File: config.mk
export PLATFORM = sky130hd
export DESIGN_NAME = ams_pwm_dac
export DESIGN_NICKNAME = d
export VERILOG_FILES = /design/src/rtl/ams_pkg.sv /design/src/rtl/ams_pwm_dither.sv /design/src/rtl/ams_pwm_dac.sv
export SDC_FILE = /design/constraint.sdc
export NUM_CORES = 1
export LEC_CHECK = 0
export ABC_AREA = 1
export CORE_MARGIN = 8
export CORE_UTILIZATION = 42
export CTS_CLUSTER_DIAMETER = 150
export CTS_CLUSTER_SIZE = 10
export DETAILED_ROUTE_END_ITERATION = 12
export GPL_ROUTABILITY_DRIVEN = 0
export GPL_TIMING_DRIVEN = 1
export PLACE_DENSITY_LB_ADDON = 0.15
export SKIP_CTS_REPAIR_TIMING = 1
export SYNTH_ARGS = -nofsm -noshare
export SYNTH_HDL_FRONTEND = slang
export SYNTH_HIERARCHICAL = 1
export SYNTH_SLANG_ARGS = --single-unit
File: constraint.sdc
create_clock -name clk_i -period 3.2 [get_ports clk_i]
set_input_delay 0.32 -clock clk_i [delete_from_list [all_inputs] [get_ports clk_i]]
set_output_delay 0.32 -clock clk_i [all_outputs]
set_load 0.005 [all_outputs]
File: src/rtl/ams_pkg.sv
// Shared constants for the PWM DAC channels and the register block that writes their config words.
// The config word carries an 8-bit base duty and a 16-entry, LSB-first dither sequence.
package ams_pkg;

    localparam int unsigned AMS_CCW        = 24;
    localparam int unsigned AMS_CNT_W      = 8;
    localparam int unsigned AMS_DUTY_MSB   = 23;
    localparam int unsigned AMS_DUTY_LSB   = 16;
    localparam int unsigned AMS_DUTY_W     = AMS_DUTY_MSB - AMS_DUTY_LSB + 1;
    localparam int unsigned AMS_DITHER_MSB = 15;
    localparam int unsigned AMS_DITHER_LSB = 0;
    localparam int unsigned AMS_DITHER_W   = AMS_DITHER_MSB - AMS_DITHER_LSB + 1;
    localparam int unsigned AMS_FRAME_LEN  = 16;
    localparam int unsigned AMS_IDX_W      = $clog2(AMS_FRAME_LEN);

    typedef enum logic {
        StIdle,
        StRun
    } ams_state_e;

endpackage

File: src/rtl/ams_pwm_dither.sv
// Compare value for one PWM period: base duty plus the dither bit selected by the period index.
// Purely combinational; the 9-bit result spans 0..256 so both rails are reachable.
module ams_pwm_dither
    import ams_pkg::*;
(
    input  logic [AMS_CCW-1:0]   cfg_i,
    input  logic [AMS_IDX_W-1:0] idx_i,
    output logic [AMS_DUTY_W:0]  v_o
);

    logic [AMS_DUTY_W-1:0]   duty;
    logic [AMS_DITHER_W-1:0] dither;

    assign duty   = cfg_i[AMS_DUTY_MSB:AMS_DUTY_LSB];
    assign dither = cfg_i[AMS_DITHER_MSB:AMS_DITHER_LSB];
    assign v_o    = {1'b0, duty} + {{AMS_DUTY_W{1'b0}}, dither[idx_i]};

endmodule

File: src/rtl/ams_pwm_dac.sv
// Single-channel dithered PWM DAC: 256-cycle periods grouped into 16-period frames, with the
// configuration word reloaded only at frame boundaries so every frame uses one consistent setting.
module ams_pwm_dac
    import ams_pkg::*;
#(
    parameter int unsigned CCW   = AMS_CCW,
    parameter int unsigned CNT_W = AMS_CNT_W
) (
    input  logic           clk_i,
    input  logic           rstn_i,
    input  logic           en_i,
    input  logic [CCW-1:0] cfg_i,
    output logic           pwm_o,
    output logic           frame_o,
    output logic [CCW-1:0] cfg_o
);

    ams_state_e           state_q;
    logic [CNT_W-1:0]     cnt_q;
    logic [AMS_IDX_W-1:0] idx_q;
    logic [CCW-1:0]       cfg_q;
    logic                 pwm_q;
    logic                 frame_q;

    logic                 boundary;
    logic [CCW-1:0]       cfg_sel;
    logic [CNT_W:0]       v;

    // IDLE holds cnt/idx at zero, so the first RUN cycle is always a frame boundary.
    always_comb begin
        boundary = (state_q == StIdle) || ((cnt_q == '0) && (idx_q == '0));
        // The boundary period compares against the incoming word, not the stale register.
        cfg_sel  = boundary ? cfg_i : cfg_q;
    end

    ams_pwm_dither u_dither (
        .cfg_i (cfg_sel),
        .idx_i (idx_q),
        .v_o   (v)
    );

    always_ff @(posedge clk_i or negedge rstn_i) begin
        if (!rstn_i) begin
            state_q <= StIdle;
            cnt_q   <= '0;
            idx_q   <= '0;
            cfg_q   <= '0;
            pwm_q   <= 1'b0;
            frame_q <= 1'b0;
        end else if (!en_i) begin
            // Abort immediately; the partially emitted period is not completed.
            state_q <= StIdle;
            cnt_q   <= '0;
            idx_q   <= '0;
            pwm_q   <= 1'b0;
            frame_q <= 1'b0;
        end else begin
            state_q <= StRun;
            cnt_q   <= cnt_q + CNT_W'(1);
            if (cnt_q == {CNT_W{1'b1}}) begin
                idx_q <= idx_q + AMS_IDX_W'(1);
            end
            if (boundary) begin
                cfg_q <= cfg_i;
            end
            pwm_q   <= ({1'b0, cnt_q} < v);
            frame_q <= boundary;
        end
    end

    assign pwm_o   = pwm_q;
    assign frame_o = frame_q;
    assign cfg_o   = cfg_q;

endmodule

# After elaboration in Yosys (flattened, before gate mapping)
# Cells that the tools add are included.
dict set report totals {
  n_memories 0
  mem_bits_ro 0
  mem_bits_rw 0
  register_bits 39
  word_cells 27
  latch_bits 0
}
dict set report op_classes {
  div_mod_pow 0
  bitwise_logic 1
  shifts 0
  order_cmp 2
  eq_ne 2
  n_reduce_logical 4
  n_mul 0
  mux 9
  add_sub_neg 3
}
# operator n
set op_table {}
lappend op_table {{$mux 24} 1}
lappend op_table {{$add 8x1->9} 1}
lappend op_table {{$lt 8x9->1} 1}
lappend op_table {{$add 8x1->8 const B} 1}
lappend op_table {{$eq 8x8->1 const B} 1}
lappend op_table {{$logic_not 8->1} 1}
lappend op_table {{$mux 4} 2}
lappend op_table {{$mux 8} 1}
lappend op_table {{$lt 4x5->1 const B} 1}
lappend op_table {{$add 4x1->4 const B} 1}
lappend op_table {{$bmux 1 s4} 1}
lappend op_table {{$logic_not 4->1} 1}
lappend op_table {{$mux 1} 4}
lappend op_table {{$ne 2x1->1 const B} 1}
lappend op_table {{$logic_and 1x1->1} 1}
lappend op_table {{$logic_or 1x1->1} 1}
lappend op_table {{$not 1->1} 1}

# Depth between registers and ports, before layout
dict set report logic_depth {
  depth_word 9
  mapped_depth 29
}

# By module
# Netlist, hierarchy kept.
# module seq_area_each_um2 cells_per_inst n_inst area_per_inst_um2
set modules_own_cells {}
lappend modules_own_cells {ams_pwm_dac 975.9 299 1 2185.8}
lappend modules_own_cells {ams_pwm_dither 0.0 68 1 339.1}

# Least setup slack after synthesis
# No wires, ideal clock.
dict set report synth_path {
  path_type {flip-flop to flip-flop}
  from {reg idx_q[1]}
  to {reg pwm_q (netlist: pwm_o)}
  required_time_ns 3.077
  path_stages_with_launch 29
  arrival_ns 3.154
  synth_period_minus_slack_ns 3.277
  setup_ns 0.123
  path_slack_ns -0.077
  cell_sequence {dfrtp_1 inv_1 ha_1 inv_1 nor2_1 nand2_1 o21bai_4 buf_6 buf_6 nand2_1 nand2_1 inv_1 nand2_1 nand3_1 nand3_1 nand3_1 nand2_1 ha_1 ha_1 nand3_2 nor3b_2 xor2_1 inv_1 ha_1 nand2_1 nor2_1 nand3_1 nand3_1 nor2_1}
}
dict set report synth_between {
  elab_chain_len 9
}
# element line_no
set synth_lines {}
lappend synth_lines {{start, declared} ams_pwm_dac.sv:20} ;# logic [AMS_IDX_W-1:0] idx_q;
lappend synth_lines {{start signal, assigned} ams_pwm_dac.sv:61} ;# idx_q <= idx_q + AMS_IDX_W'(1);
lappend synth_lines {{$logic_not 4->1} ams_pwm_dac.sv:31} ;# boundary = (state_q == StIdle) || ((cnt_q == '0) && (idx_q == '0));
lappend synth_lines {{$logic_and 1x1->1} ams_pwm_dac.sv:31}
lappend synth_lines {{$logic_or 1x1->1} ams_pwm_dac.sv:31}
lappend synth_lines {{$mux 24} -}
lappend synth_lines {{named net cfg_sel[15]} ams_pwm_dac.sv:26} ;# logic [CCW-1:0] cfg_sel;
lappend synth_lines {{$bmux 1 s4} ams_pwm_dither.sv:16} ;# assign v_o = {1'b0, duty} + {{AMS_DUTY_W{1'b0}}, dither[idx_i]};
lappend synth_lines {{$mux 1 (not written as such)} ams_pwm_dither.sv:16}
lappend synth_lines {{$add 8x1->9} ams_pwm_dither.sv:16}
lappend synth_lines {{named net v[6]} ams_pwm_dac.sv:27} ;# logic [CNT_W:0] v;
lappend synth_lines {{$lt 8x9->1} ams_pwm_dac.sv:66} ;# pwm_q <= ({1'b0, cnt_q} < v);
lappend synth_lines {{$mux 1} ams_pwm_dac.sv:50} ;# end else if (!en_i) begin
lappend synth_lines {{end signal, assigned} ams_pwm_dac.sv:66}
lappend synth_lines {{end, declared} ams_pwm_dac.sv:22} ;# logic pwm_q;
# The timed path passes the listed nets, and every way through them passes these cells. The select of a mux whose other input is x is not followed.
# A chain may end at the register's enable or synchronous reset.

# Final worst setup path
# Same ends and word-level chain as after synthesis.

==> flow_metrics.tcl <==
set metrics [dict create \
    timing.hold.ws_ns 0.157 \
    numCtsBuffers 5 \
    r2r-start "idx_q[1]" \
    yosysUniqueCellTypes 24 \
    cap_violations 0 \
    maxClockFrequency_mhz 286 \
    finalPower_mw 1.51 \
    powerDensity_nw_per_um2 417 \
    place_hpwl_mm 4.64 \
    setup_viol_count_final 1 \
    synth_simple_gate_area_share 0.393 \
    synth.avg_cell_area_um2 6.88 \
    dp_cells 502 \
    rows 28 \
    period_share 1.09 \
    rsz0062_at_grt "true" \
    reg2reg_depth 27 \
    grt_use_total 0.148 \
    fin_util 0.617 \
    areaGrowthSynthToFinish_pct 42.9 \
    ys_async_sr_fraction 1.00 \
    start_util 0.432 \
    grt_max_degree 40 \
    ios 53 \
    cts_tree "yes" \
    grt_pass1_wl_mm 10.7 \
    synth_mux_area_frac 0 \
    irDropWorstVdd_mv 0.206 \
    seqCellArea_um2 977 \
    fin_crit_ns 3.50 \
    dr_wl_met2_mm 3.34 \
    drt_first_pass_iters 4 \
    synth_top_area_frac 0.387 \
    placed_cell_area_um2 3240 \
    timing.rr.end "pwm_o" \
    io_buffers 52 \
    drc 0 \
    met3_length_um 337 \
    violations "setup timing" \
    yosysMostFrequentCell "nand2_1" \
    seq_area_frac_synth 0.387 \
    yosys_warnings 6 \
    num-nets-final 483 \
    drt-total-wl_mm 6.83 \
    fin_area_um2 3610 \
    netlist_instances 367 \
    vias 2515 \
    critical_path.top_delay_family "simple AND/OR/NAND/NOR gates" \
    critPathMaxStageDelay_ns 0.41 \
    leakage_nw 1.94 \
    synth_edf_count 0 \
    min_path_type "in -> async" \
    clock-sinks 39 \
    drtAntennaViolNets 0 \
    drive_gt1_frac 0.171 \
    grt_pass1_vias 2317 \
    yosysTopAreaCell "dfrtp_1" \
    hold_viol 0 \
    via_per_inst 4.85 \
    finalNonFillerCells 519 \
    synth_common_cells "nand2_1, nand3_1, dfrtp_1" \
    syn_area_um2 2520 \
    criticalPathCategory "reg -> reg" \
    cp-end-kind "flop" \
    fillers 550 \
    clockBufferDepth 2 \
    reg2reg_slack_ns -0.30 \
    clock_latency_ns 0.29 \
    die_w_um 93.5 \
    worstMarginPinSlew_ns 0.911 \
    synth_ff_type "dfrtp_1" \
    path_clk_slew_ns 0.08 \
    required_ns 3.42 \
    synthXorXnorAreaFrac 0.0312 \
    multi_input_area_um2 1450 \
    slew_viol_final 0 \
    coreArea_um2 5850 \
    synth_compound_area_frac 0.0268 \
    syn_nets 407 \
    met1Wirelength_mm 3.13 \
    grt_overflow_total 0 \
    synthAdderAreaFrac 0.0644 \
    diodes 0 \
    cts-htree-levels 2 \
    critical_path.slowest_cell "dfrtp_2" \
    die_h_um 93.5 \
    worstPathArrival_ns 3.72 \
    start_kind "flop" \
    highest_layer "met4" \
    synth-seq-cells 39 \
    status "finished with violations" \
    worst_path_most_repeated_cell "nand2_1" \
    yosys-top-cells-area "dfrtp_1, nand2_1, nand3_1, ha_1, inv_1" \
    crit_buf_inv 5 \
    timing.max_slew.rel_slack 0.392 \
    antenna_found_initial 0 \
    die_area_um2 8750 \
    cts-root-buf "clkbuf_8" \
    dr.first_iter.drc_count 75 \
    fin_ws_ns -0.302 \
    fin_skew_ns 0.0112 \
    detail_route.wl_per_cell_um 13.2 \
    synth_top_family_by_area "simple AND/OR/NAND/NOR gates" \
    crit_fanout 6 \
]
-- per-stage QoR --
step	setup TNS, ns	setup slack, ns
3_5_place_dp	-0.0968	-0.0968
3_3_place_gp	-0.0451	-0.0451
5_1_grt	-0.535	-0.535
2_1_floorplan	-0.0122	-0.0122
6_report	-0.302	-0.302
4_1_cts	-0.134	-0.134
-- worst register-to-register path: cells and delay by family (launching register included) --
family	cells	cell delay, ns
compound gates	3	0.47
simple gates	14	1.19
xor+xnor	1	0.18
flops	1	0.41
fa+ha+maj	4	0.69
buf+inv	5	0.50
-- routing by layer --
metal / up-vias / global-route usage
li1: 1285 / -
met5: - / 0
met2: 54 / 0.249
met1: 1174 / 0.190
met3: 2 / 0.0329
met4: 0 / 0.0277
-- worst max-delay path by stage --
stage | cells after the start | endpoint | start | slack, ns
detailed placement | 27 | pwm_o | idx_q[0] | -0.1
CTS | 27 | pwm_o | idx_q[0] | -0.13
global route | 27 | pwm_o | idx_q[1] | -0.54
floorplan | 28 | pwm_o | idx_q[1] | -0.01
global placement | 27 | pwm_o | idx_q[0] | -0.05
finish | 27 | pwm_o | idx_q[1] | -0.30
-- report_power, final --
| part | internal (mW) | switching, mW | total [mW] |
|---|---|---|---|
| sequential | 0.548 | 0.0447 | 0.592 |
| clock | 0.253 | 0.177 | 0.430 |
| combinational | 0.253 | 0.231 | 0.484 |
| total | 1.05 | 0.453 | 1.51 |
-- cells in the final DEF, fill, tap and decap left out, drive strengths merged --
cell | netlist | final
xor2 | 8 | 8
clkinv | 0 | 1
dfrtp | 39 | 39
bufinv | 0 | 1
xnor2 | 1 | 1
clkbuf | 4 | 8
o21bai | 1 | 1
nand2 | 168 | 168
nand4 | 2 | 2
nand3 | 49 | 49
a21oi | 5 | 5
nor3b | 1 | 1
inv | 40 | 40
nor3 | 2 | 2
nor2 | 18 | 18
buf | 11 | 31
o21a | 1 | 1
and3 | 1 | 1
ha | 13 | 13
a31oi | 1 | 1
clkdlybuf4s50 | 0 | 51
o21ai | 2 | 2
-- layout make-up --
type / instances / share of cell area
flip-flops and latches: 39 / 0.271
repair buffers: 84 / 0.227
well taps: 75 / 0.0260
multi-input cells: 273 / 0.401
clock buffers: 6 / 0.0229
clock inverters: 2 / 0.00971
inverters: 40 / 0.0423
-- registers in the layout, indices dropped and copies added, names as in the netlist --
signal and cells:
cfg_o 24, cnt_q 8, frame_o 1, idx_q 4, pwm_o 1, state_q 1
-- logic make-up after synthesis --
| kind of cell | count (synthesis) |
|---|---|
| xor+xnor | 9 |
| flops | 39 |
| fa+ha+maj | 13 |
| buf+inv | 55 |
| compound gates | 10 |
| simple gates | 241 |
Note: power is estimated with default switching activity, not from simulation.
